$ cat config.mk
export PLATFORM = sky130hd
export DESIGN_NAME = redmule_mx_decoder_mlane
export DESIGN_NICKNAME = d
export VERILOG_FILES = /design/src/rtl/redmule_mx_decoder_mlane.sv
export SDC_FILE = /design/constraint.sdc
export NUM_CORES = 1
export LEC_CHECK = 0
export CORE_ASPECT_RATIO = 0.8
export CORE_MARGIN = 1
export CORE_UTILIZATION = 50
export CTS_BUF_LIST = sky130_fd_sc_hd__clkbuf_8
export CTS_CLUSTER_DIAMETER = 100
export CTS_CLUSTER_SIZE = 16
export DETAILED_ROUTE_END_ITERATION = 6
export PLACE_DENSITY = 0.8
export SETUP_SLACK_MARGIN = 0.05
export SKIP_CTS_REPAIR_TIMING = 1
export SYNTH_ARGS = -nofsm -noshare
export SYNTH_HDL_FRONTEND = slang
export SYNTH_SLANG_ARGS = --single-unit
$ cat constraint.sdc
create_clock -name clk_i -period 6.19 [get_ports clk_i]
set_input_delay 0.9285 -clock clk_i [delete_from_list [all_inputs] [get_ports clk_i]]
set_output_delay 0.9285 -clock clk_i [all_outputs]
set_load 0.02 [all_outputs]
$ cat src/rtl/redmule_mx_decoder_mlane.sv
// Multi-lane MX (FP8 E4M3/E5M2 + shared E8M0 scale) to FP16 decoder, NUM_LANES results per transfer.
// Optional REDMULE_MX_SAT_EN: overflow/infinity saturate to +-0x7BFF and sat_flag_o is added.
module redmule_mx_decoder_mlane #(
  parameter int DATA_W     = 256,
  parameter int ELEM_W     = 8,
  parameter int NUM_LANES  = 4,
  parameter int BLOCK_SIZE = 32
) (
  input  logic                    clk_i,
  input  logic                    rst_ni,
  input  logic                    fmt_i,
  input  logic                    mx_val_valid_i,
  output logic                    mx_val_ready_o,
  input  logic [DATA_W-1:0]       mx_val_data_i,
  input  logic                    mx_exp_valid_i,
  output logic                    mx_exp_ready_o,
  input  logic [7:0]              mx_exp_data_i,
  output logic                    fp16_valid_o,
  input  logic                    fp16_ready_i,
  output logic [NUM_LANES*16-1:0] fp16_data_o,
  output logic                    busy_o
`ifdef REDMULE_MX_SAT_EN
  ,output logic                   sat_flag_o
`endif
);

  localparam int EPB       = DATA_W / ELEM_W;
  localparam int CHUNKS    = EPB / NUM_LANES;
  localparam int BPB       = BLOCK_SIZE / EPB;
  localparam int CH_W      = (CHUNKS > 1) ? $clog2(CHUNKS) : 1;
  localparam int BT_W      = (BPB > 1) ? $clog2(BPB) : 1;
  localparam int LANE_BITS = NUM_LANES * ELEM_W;

  if (ELEM_W != 8) begin : g_elem_w_chk
    $error("redmule_mx_decoder_mlane: ELEM_W must be 8");
  end
  if ((EPB % NUM_LANES) != 0) begin : g_lanes_chk
    $error("redmule_mx_decoder_mlane: DATA_W/ELEM_W must be a multiple of NUM_LANES");
  end
  if ((BLOCK_SIZE % EPB) != 0) begin : g_block_chk
    $error("redmule_mx_decoder_mlane: BLOCK_SIZE must be a multiple of DATA_W/ELEM_W");
  end

  function automatic logic [15:0] ovf_val(input logic s);
`ifdef REDMULE_MX_SAT_EN
    return {s, 15'h7BFF};
`else
    return {s, 15'h7C00};
`endif
  endfunction

  function automatic logic [15:0] cvt_elem(input logic [7:0] el, input logic fmt, input logic [7:0] x);
    logic              s;
    logic signed [10:0] e_eff;
    logic signed [10:0] e_fp;
    logic [9:0]        mant;
    s     = el[7];
    e_eff = '0;
    e_fp  = '0;
    mant  = '0;
    if (x == 8'hFF) return 16'h7E00;
    if (!fmt) begin
      if (el[6:0] == 7'h7F) return 16'h7E00;
      if (el[6:0] == 7'h00) return {s, 15'h0};
      // subnormals: shift the leading one out and lower the exponent to match
      if (el[6:3] != 4'd0) begin e_eff = $signed({7'd0, el[6:3]}); mant = {el[2:0], 7'd0}; end
      else if (el[2])      begin e_eff = 11'sd0;  mant = {el[1:0], 8'd0}; end
      else if (el[1])      begin e_eff = -11'sd1; mant = {el[0], 9'd0}; end
      else                 begin e_eff = -11'sd2; mant = 10'd0; end
      e_fp = e_eff + $signed({3'd0, x}) - 11'sd119;
    end else begin
      if (el[6:2] == 5'h1F) return (el[1:0] != 2'b00) ? 16'h7E00 : ovf_val(s);
      if (el[6:0] == 7'h00) return {s, 15'h0};
      if (el[6:2] != 5'd0) begin e_eff = $signed({6'd0, el[6:2]}); mant = {el[1:0], 8'd0}; end
      else if (el[1])      begin e_eff = 11'sd0;  mant = {el[0], 9'd0}; end
      else                 begin e_eff = -11'sd1; mant = 10'd0; end
      e_fp = e_eff + $signed({3'd0, x}) - 11'sd127;
    end
    if (e_fp >= 11'sd31) return ovf_val(s);
    if (e_fp <= 11'sd0)  return {s, 15'h0};
    return {s, e_fp[4:0], mant};
  endfunction

  typedef enum logic [1:0] {IDLE, WAIT_VAL, DRAIN} state_e;
  state_e state, nxt_state;

  logic [DATA_W-1:0]      beat_q;
  logic                   fmt_q;
  logic [7:0]             exp_q;
  logic [CH_W-1:0]        chunk_q, sel_chunk;
  logic [BT_W-1:0]        beat_cnt;
  logic                   exp_rdy, val_rdy, acc_exp, acc_val;
  logic                   adv_chunk, clr_vld, beat_inc, beat_clr;
  logic                   out_fire, last_chunk;
  logic [DATA_W-1:0]      src_data;
  logic                   src_fmt;
  logic [7:0]             src_exp;
  logic [LANE_BITS-1:0]   chunk_arr [CHUNKS];
  logic [LANE_BITS-1:0]   cur_chunk;
  logic [NUM_LANES*16-1:0] conv;

  assign out_fire   = fp16_valid_o & fp16_ready_i;
  assign last_chunk = (chunk_q == CH_W'(CHUNKS - 1));

  always_comb begin
    nxt_state = state;
    exp_rdy   = 1'b0;
    val_rdy   = 1'b0;
    adv_chunk = 1'b0;
    clr_vld   = 1'b0;
    beat_inc  = 1'b0;
    beat_clr  = 1'b0;
    case (state)
      IDLE: begin
        exp_rdy = 1'b1;
        if (mx_exp_valid_i) nxt_state = WAIT_VAL;
      end
      WAIT_VAL: begin
        val_rdy = 1'b1;
        if (mx_val_valid_i) nxt_state = DRAIN;
      end
      DRAIN: begin
        if (out_fire) begin
          if (!last_chunk) begin
            adv_chunk = 1'b1;
          end else if (beat_cnt != BT_W'(BPB - 1)) begin
            beat_inc = 1'b1;
            val_rdy  = 1'b1;
            if (!mx_val_valid_i) begin clr_vld = 1'b1; nxt_state = WAIT_VAL; end
          end else begin
            // a beat of the next block may only ride along with its own exponent
            beat_clr = 1'b1;
            exp_rdy  = 1'b1;
            val_rdy  = mx_exp_valid_i;
            if (!mx_exp_valid_i)      begin clr_vld = 1'b1; nxt_state = IDLE; end
            else if (!mx_val_valid_i) begin clr_vld = 1'b1; nxt_state = WAIT_VAL; end
          end
        end
      end
      default: nxt_state = IDLE;
    endcase
  end

  assign mx_exp_ready_o = exp_rdy & rst_ni;
  assign mx_val_ready_o = val_rdy & rst_ni;
  assign acc_exp        = mx_exp_ready_o & mx_exp_valid_i;
  assign acc_val        = mx_val_ready_o & mx_val_valid_i;
  assign busy_o         = (state != IDLE);

  // convert straight from the input port on acceptance so the first chunk costs no extra cycle
  assign src_data  = acc_val ? mx_val_data_i : beat_q;
  assign src_fmt   = acc_val ? fmt_i : fmt_q;
  assign src_exp   = acc_exp ? mx_exp_data_i : exp_q;
  assign sel_chunk = acc_val ? '0 : chunk_q + CH_W'(1);

  for (genvar c = 0; c < CHUNKS; c++) begin : g_chunk
    assign chunk_arr[c] = src_data[c*LANE_BITS +: LANE_BITS];
  end
  assign cur_chunk = chunk_arr[sel_chunk];

  for (genvar j = 0; j < NUM_LANES; j++) begin : g_lane
    assign conv[j*16 +: 16] = cvt_elem(cur_chunk[j*ELEM_W +: 8], src_fmt, src_exp);
  end

`ifdef REDMULE_MX_SAT_EN
  // 0x7BFF is unreachable by exact conversion (FP8 mantissas leave the low bits clear)
  logic [NUM_LANES-1:0] lane_sat;
  for (genvar j = 0; j < NUM_LANES; j++) begin : g_sat
    assign lane_sat[j] = (conv[j*16 +: 15] == 15'h7BFF);
  end
`endif

  // Output stage: registered chunk, valid and counters
  always_ff @(posedge clk_i or negedge rst_ni) begin
    if (!rst_ni) begin
      state        <= IDLE;
      chunk_q      <= '0;
      beat_cnt     <= '0;
      fp16_valid_o <= 1'b0;
      fp16_data_o  <= '0;
`ifdef REDMULE_MX_SAT_EN
      sat_flag_o   <= 1'b0;
`endif
    end else begin
      state <= nxt_state;
      if (acc_val || adv_chunk) begin
        fp16_valid_o <= 1'b1;
        fp16_data_o  <= conv;
        chunk_q      <= sel_chunk;
`ifdef REDMULE_MX_SAT_EN
        sat_flag_o   <= |lane_sat;
`endif
      end else if (clr_vld) begin
        fp16_valid_o <= 1'b0;
      end
      if (beat_inc)      beat_cnt <= beat_cnt + BT_W'(1);
      else if (beat_clr) beat_cnt <= '0;
    end
  end

  always_ff @(posedge clk_i) begin
    if (acc_exp) exp_q <= mx_exp_data_i;
    if (acc_val) begin
      beat_q <= mx_val_data_i;
      fmt_q  <= fmt_i;
    end
  end

endmodule
==> impl_results.md <==
* Pin count of the biggest net entering global routing at between 100 and 150
* Post-synth EDFFs at 0
* Final Hold Viols at 0
* Endpoint class of the critical path: flip-flop
* Actual slew at the worst max-slew pin at around 1100 ps
* CTS tree: yes
* Data required, critical path at 6730 ps
* Average size of a mapped cell at just over 8 sq um
* Max Cap Violations at 0
* RR Startpoint: chunk_q[0]
* Slew headroom at 0.271
* Status: complete, no violations
* Via density at 5.68
* R2R cell count at 26
* Num rows at slightly above 60
* WL final at 60800 um
* Antenna violations before repair at 2
* Avg WL per Cell at roughly 19 um
* Longest Clk Path Bufs at 3
* Root buf cell: clkbuf_8
* DR iter-0 viols at 1610
* Die area at approximately 38000 sq um
* Highest Clock Rate at about 170 MHz
* Post-route ant nets at 0
* Slew Viols, Final at 0
* Worst hold slack at between 300 and 400 ps
* CP arrival at approximately 6500 ps
* IO Count at 338
* Met1 Use GR at 0.398
* Fin crit period at 5910 ps
* Core area at around 36000 sq um
* Sequential area share after synthesis at 0.342
* Vias in the first global route at 17900
* Synth Register Bits at 308
* Die height at 175 um
* Primary FF master, synth: dfxtp_1
* HPWL after DPL at around 47000 um
* M3 GR Usage at 0.0529
* Async set-reset flop share out of synthesis at 0.140
* Die outline width at roughly 220 um
* Total track usage at 0.310
* H-Tree Depth at 1
* Fill count at ~3000
* Worst-Skew Late Latency at around 640 ps
* Final Setup Violations at 0
* Global-route wire length before repair at a little over 90000 um
* NumNets Final at 3111
* RD Place Congestion at 0.930
* Number of synthesis warnings at 0
* Met2 Resource Use GR at 0.514
* Worst hold path type: in2async
* Startpoint types: flip-flop
* DRT Pass-1 Iters at 7
* CTS Buf Count at 23
* Clock-pin transition on the worst setup and hold timing paths at roughly 120 ps
* Cell Area, Synth at 18600 sq um
* Sink Count at a little over 300
* Clk_skew at about 57 ps
* Initial Utilization at 0.513
* IO buf count at around 310
* Synth unique cells at between 100 and 150
* Period utilisation layout at 0.954
* Reg-to-reg endpoint: fp16_data_o[57]
* Congestion Overflow GR at 0
* Layout cells sized above 1 at 0.137
* Flop2flop setup slack at 280 ps
* WS Path Type: reg2reg
* Layout area overhead at 27.9%
* Cell count after synthesis at 2284
* DR vias at ~18000
* Final core utilization at 0.656
* Residual DRC at 0
* Busiest grt layer: met2
* Critical-path maximum fanout at 7
[sequential cells by signal, summed over array words and instances, names as in the netlist]
| register | count |
|---|---|
| beat_cnt | 1 |
| beat_q | 256 |
| chunk_q | 3 |
| exp_q | 8 |
| fmt_q | 1 |
| fp16_data_o | 36 |
| fp16_valid_o | 1 |
| state | 2 |
[worst max-delay path by stage]
stage / start / endpoint / slack (ps) / cells past startpoint
3_3_place_gp: mx_exp_valid_i / fp16_data_o[56] / -270 / 25
4_1_cts: chunk_q[0] / fp16_data_o[23] / -110 / 24
5_1_grt: chunk_q[0] / fp16_data_o[40] / -30 / 28
6_report: chunk_q[0] / fp16_data_o[57] / 280 / 26
3_5_place_dp: fp16_ready_i / fp16_data_o[55] / -380 / 25
2_1_floorplan: mx_exp_valid_i / fp16_data_o[55] / 140 / 27
[Yosys cell counts, types with 7 or more instances]
library cell | number | area, sq um
a21o_1 | 34 | 255
xnor2_1 | 30 | 263
buf_6 | 9 | 101
nor3_1 | 12 | 60.1
a211oi_1 | 18 | 135
nand2b_1 | 14 | 87.6
ha_1 | 118 | 1480
buf_2 | 14 | 70.1
mux2_2 | 21 | 236
o22a_1 | 17 | 149
dfrtp_1 | 43 | 1080
xor2_1 | 8 | 70.1
nand4_1 | 12 | 75.1
a211o_1 | 10 | 87.6
buf_4 | 40 | 300
a22oi_1 | 9 | 67.6
o211ai_1 | 16 | 120
mux2i_1 | 42 | 420
o211a_1 | 7 | 70.1
o21a_1 | 12 | 90.1
clkbuf_1 | 64 | 240
a221oi_1 | 8 | 70.1
fa_1 | 16 | 320
o32ai_1 | 9 | 78.8
o21ai_1 | 9 | 45.0
a22o_1 | 7 | 61.3
nor3b_1 | 8 | 60.1
inv_1 | 58 | 218
a2111oi_0 | 7 | 61.3
o21bai_1 | 10 | 75.1
nand2_1 | 836 | 3140
a21oi_1 | 85 | 425
and3_1 | 18 | 113
mux4_2 | 35 | 788
nand3_1 | 30 | 150
o31ai_1 | 11 | 82.6
a31oi_1 | 10 | 62.6
nor2_1 | 98 | 368
o21ai_0 | 56 | 280
or3_1 | 10 | 62.6
dfxtp_1 | 265 | 5310
[through the flow]
step	instances	setup WS [ps]	setup TNS, ps	area, sq um
finish	3197	283	0	23800
detailed placement	3147	-377	-5510	23100
CTS	3179	-113	-583	23500
global route	3194	-31.5	-59.8	23800
global placement	3147	-268	-3140	23100
floorplan	2311	137	0	18700
[kinds of logic (layout without fill, tap and decap cells)]
| family | after synthesis | in the layout | synth area share |
|---|---|---|---|
| and+or+nand+nor | 1081 | 1081 | 0.239 |
| DFF | 308 | 308 | 0.342 |
| other | 1 | 31 | 0.000201 |
| adders and majority gates | 136 | 136 | 0.0975 |
| AOI/OAI and AO/OA | 421 | 421 | 0.167 |
| buffers and inverters | 198 | 601 | 0.0546 |
| xor gates and xnor gates | 38 | 38 | 0.0179 |
| muxes | 101 | 101 | 0.0816 |
[critical path, cell delays in order (launching register included)]
cell	delay (ps)
dfrtp_4	500
ha_2	210
ha_4	270
clkbuf_4	170
buf_4	150
buf_4	190
mux4_2	550
mux2i_1	150
o21ai_0	150
or2_2	370
inv_1	90
nand2_2	60
nand2_1	90
ha_1	230
ha_2	200
fa_2	410
a21oi_2	140
o21ai_1	90
buf_4	150
or2_2	270
a211oi_2	180
a21oi_1	90
o211ai_1	110
o211ai_1	110
or4_1	400
o211a_1	260
a21bo_1	200
[metal layers]
| layer | part of all wire | wire, um |
|---|---|---|
| met1 | 0.42 | 25500 |
| met2 | 0.46 | 28000 |
| met3 | 0.077 | 4680 |
| met4 | 0.043 | 2610 |
| met5 | 0 | 0 |
[cell type report]
cell class / count / area, sq um / area share
Antenna cell: 3 / 7.51 / 0.000315
Clock buffer: 23 / 317 / 0.0133
Clock inverter: 9 / 50.0 / 0.00210
Inverter: 63 / 239 / 0.0100
Multi-Input combinational cell: 1805 / 11600 / 0.485
Sequential cell: 308 / 6380 / 0.268
Tap cell: 480 / 601 / 0.0252
Timing Repair Buffer: 506 / 4670 / 0.196
[cells in the final DEF (no fill, tap or decap), types with 11 or more instances in the layout]
| cell type | instances |
|---|---|
| dfrtp_1 | 42 |
| clkbuf_8 | 23 |
| mux2_2 | 21 |
| a21oi_1 | 80 |
| nor2_1 | 96 |
| nand2b_1 | 14 |
| conb_1 | 28 |
| o21ai_0 | 49 |
| mux2i_1 | 40 |
| a211oi_1 | 14 |
| nand3_1 | 30 |
| o211ai_1 | 16 |
| o31ai_1 | 11 |
| ha_1 | 115 |
| fa_1 | 15 |
| nand2_1 | 834 |
| o22a_1 | 17 |
| and3_1 | 17 |
| clkdlybuf4s50_1 | 308 |
| mux4_2 | 35 |
| o21ai_1 | 12 |
| inv_1 | 65 |
| nand4_1 | 12 |
| o21a_1 | 12 |
| buf_4 | 188 |
| xnor2_1 | 30 |
| dfxtp_1 | 265 |
| a21o_1 | 33 |
Power is not shown: default switching activity piles up to over one toggle a cycle in this logic, so the estimate is an artifact.
==> RTL edit, RTL diff (config.mk and constraints unchanged) <==
Build with the macro `REDMULE_MX_SAT_EN` defined.
--- a/src/rtl/redmule_mx_decoder_mlane.sv
+++ b/src/rtl/redmule_mx_decoder_mlane.sv
@@ -2,2 +2,4 @@
 // Optional REDMULE_MX_SAT_EN: overflow/infinity saturate to +-0x7BFF and sat_flag_o is added.
+`define REDMULE_MX_SAT_EN
+
 module redmule_mx_decoder_mlane #(
New outputs: sat_flag_o. Check against the original RTL: not settled (the Yosys comparison gave no result); the edit may change what the design does.
==> RTL edit against the unedited design <==
Routed wire length shrank 2.1%. The run now ends with DRC left. Highest routed layer is now met5. Setup slack lost 0.077 ns. Synthesized cell count is essentially flat. Area after synthesis grew 1.9%. Die area grew 1.9%. Maximum frequency shrank 1.3%. Sequential share of layout area grew 0.59 points. Sequential cell count grew 5. Design area shrank 0.26%. Largest cell class unchanged.
Power is not shown: default switching activity piles up to over one toggle a cycle in this logic, so the estimate is an artifact.
==> RTL edit: results (changes against the unedited design) <==
status -> finished with violations
failing checks -> DRC
area of placed instances -> 0.0231 mm2 (-0.12%)
clk buf depth -> 3 (unchanged)
routed length on met2 -> 26.2 mm (-6.4%)
vias in the first global route -> 16961 (-5.3%)
async set or reset register ratio after synthesis -> 0.153 (+0.0137)
1st-iter DRT viols -> 1677 (+4.2%)
GR Layer Usage met3 -> 0.0556 (+0.00273)
Final Non-Filler Cells -> 3134 (-2.0%)
met1 WL -> 26.8 mm (+4.9%)
detailed-placement wirelength estimate -> 46.4 mm (-0.20%)
worst path arrival time -> 6.47 ns (+0.02 ns)
first-pass GRT wire length -> 90.8 mm (-3.0%)
register area share after synthesis -> 0.342 (about the same)
M1 GR Usage -> 0.430 (+0.0319)
final routed DRC violation total -> 16 (+16)
Routed WL per cell -> 19.0 um (-0.16%)
TritonCTS Buffers -> 23 (unchanged)
Crit. Startpoint -> chunk_q[1]$_DFFE_PN0P_
max reg flops -> 256 (unchanged)
Root Buffer -> clkbuf_8
DR WL met3 -> 5.05 mm (+7.8%)
IO Port Bufs -> 338 (+9.4%)
Hold Crit Class -> primary input to asynchronous set/reset pin
CTS clk-pin slew, worst paths -> 0.12 ns (about the same)
final clock skew -> 0.0258 ns (-0.0311 ns)
post-place setup slack -> -0.252 ns (+0.125 ns)
RePlAce Congestion -> 0.962 (+3.5%)
most area-consuming cells after synthesis -> dfxtp_1 28%, nand2_1 16%, ha_1 7.8%
top sig layer -> met5
largest net degree at the start of global routing -> 74 (-35%)
H-tree depth -> 1 (unchanged)
Synth warnings -> 0 (unchanged)
crit path max fanout -> 8 (+1)
Slew headroom -> 0.343 (+0.0721)
Largest regs -> beat_q (256), fp16_data_o (40), exp_q (8)
Detailed Routing Iterations Pass 1 -> 7 (unchanged)
nets -> 3044 (-2.2%)
Post-Synthesis Cells -> 2283 (-0.044%)
met2 GRT Util -> 0.461 (-0.0527)
initial antenna violation count -> 4 (+2)
share of cells above drive strength 1 -> 0.116 (-0.0214)
most instantiated cells after synthesis -> 835 x nand2_1, 265 x dfxtp_1, 118 x ha_1
Distinct cells, synth -> 112 (+5.7%)
DR vias/cell -> 5.69 (+0.19%)
clk_lat worst skew -> 0.62 ns (-0.02 ns)
post-synth net total -> 2687
total track usage -> 0.300 (-0.0104)
[RTL edit: final timing paths]
| kind | endpoint | slack (ns) | cells past startpoint |
|---|---|---|---|
| min | state[0]$_DFFE_PN0P_ | 0.12 | 1 |
| max reg2reg | sat_flag_o$_DFFE_PN0P_ | 0.21 | 25 |
| min reg2reg | beat_q[186]$_DFF_P_ | 0.44 | 2 |
| max | sat_flag_o$_DFFE_PN0P_ | 0.21 | 25 |
| max in group asynchronous | fp16_data_o[23]$_DFFE_PN0P_ | 5.06 | 3 |
| min in group clk_i | beat_q[186]$_DFF_P_ | 0.44 | 2 |
[RTL edit: logic make-up after synthesis]
kind of cell / share of synthesized area
AO/OA/AOI/OAI: 0.137
XOR/XNOR: 0.0152
adder cells (fa/ha/maj): 0.0946
buffers and inverters: 0.0499
flip-flops: 0.342
multiplexers: 0.114
AND/OR/NAND/NOR: 0.246
[RTL edit: critical path, stage by stage (launching register included)]
cell	delay, ns
dfrtp_1	0.43
ha_4	0.18
ha_4	0.39
buf_6	0.20
mux4_2	0.29
mux2_2	0.30
mux2_2	0.31
nor4_4	0.35
nand2_2	0.09
inv_1	0.07
nand2_1	0.07
nand2b_1	0.11
ha_1	0.23
ha_1	0.24
fa_2	0.45
and2_1	0.18
o21ai_1	0.31
o211ai_1	0.19
a21boi_0	0.23
a2111oi_2	0.09
a32o_2	0.28
buf_4	0.14
a41o_1	0.21
o221ai_2	0.18
and4_1	0.23
o22ai_2	0.08
[RTL edit: final cells by class]
cell class / count / area, um2
Antenna cell: 2 / 5.00
Sequential cell: 313 / 6510
Timing Repair Buffer: 457 / 4320
Inverter: 63 / 236
Fill cell: 3099 / 13400
Multi-Input combinational cell: 1782 / 11700
Tap cell: 487 / 609
Clock inverter: 6 / 56.3
Clock buffer: 24 / 330
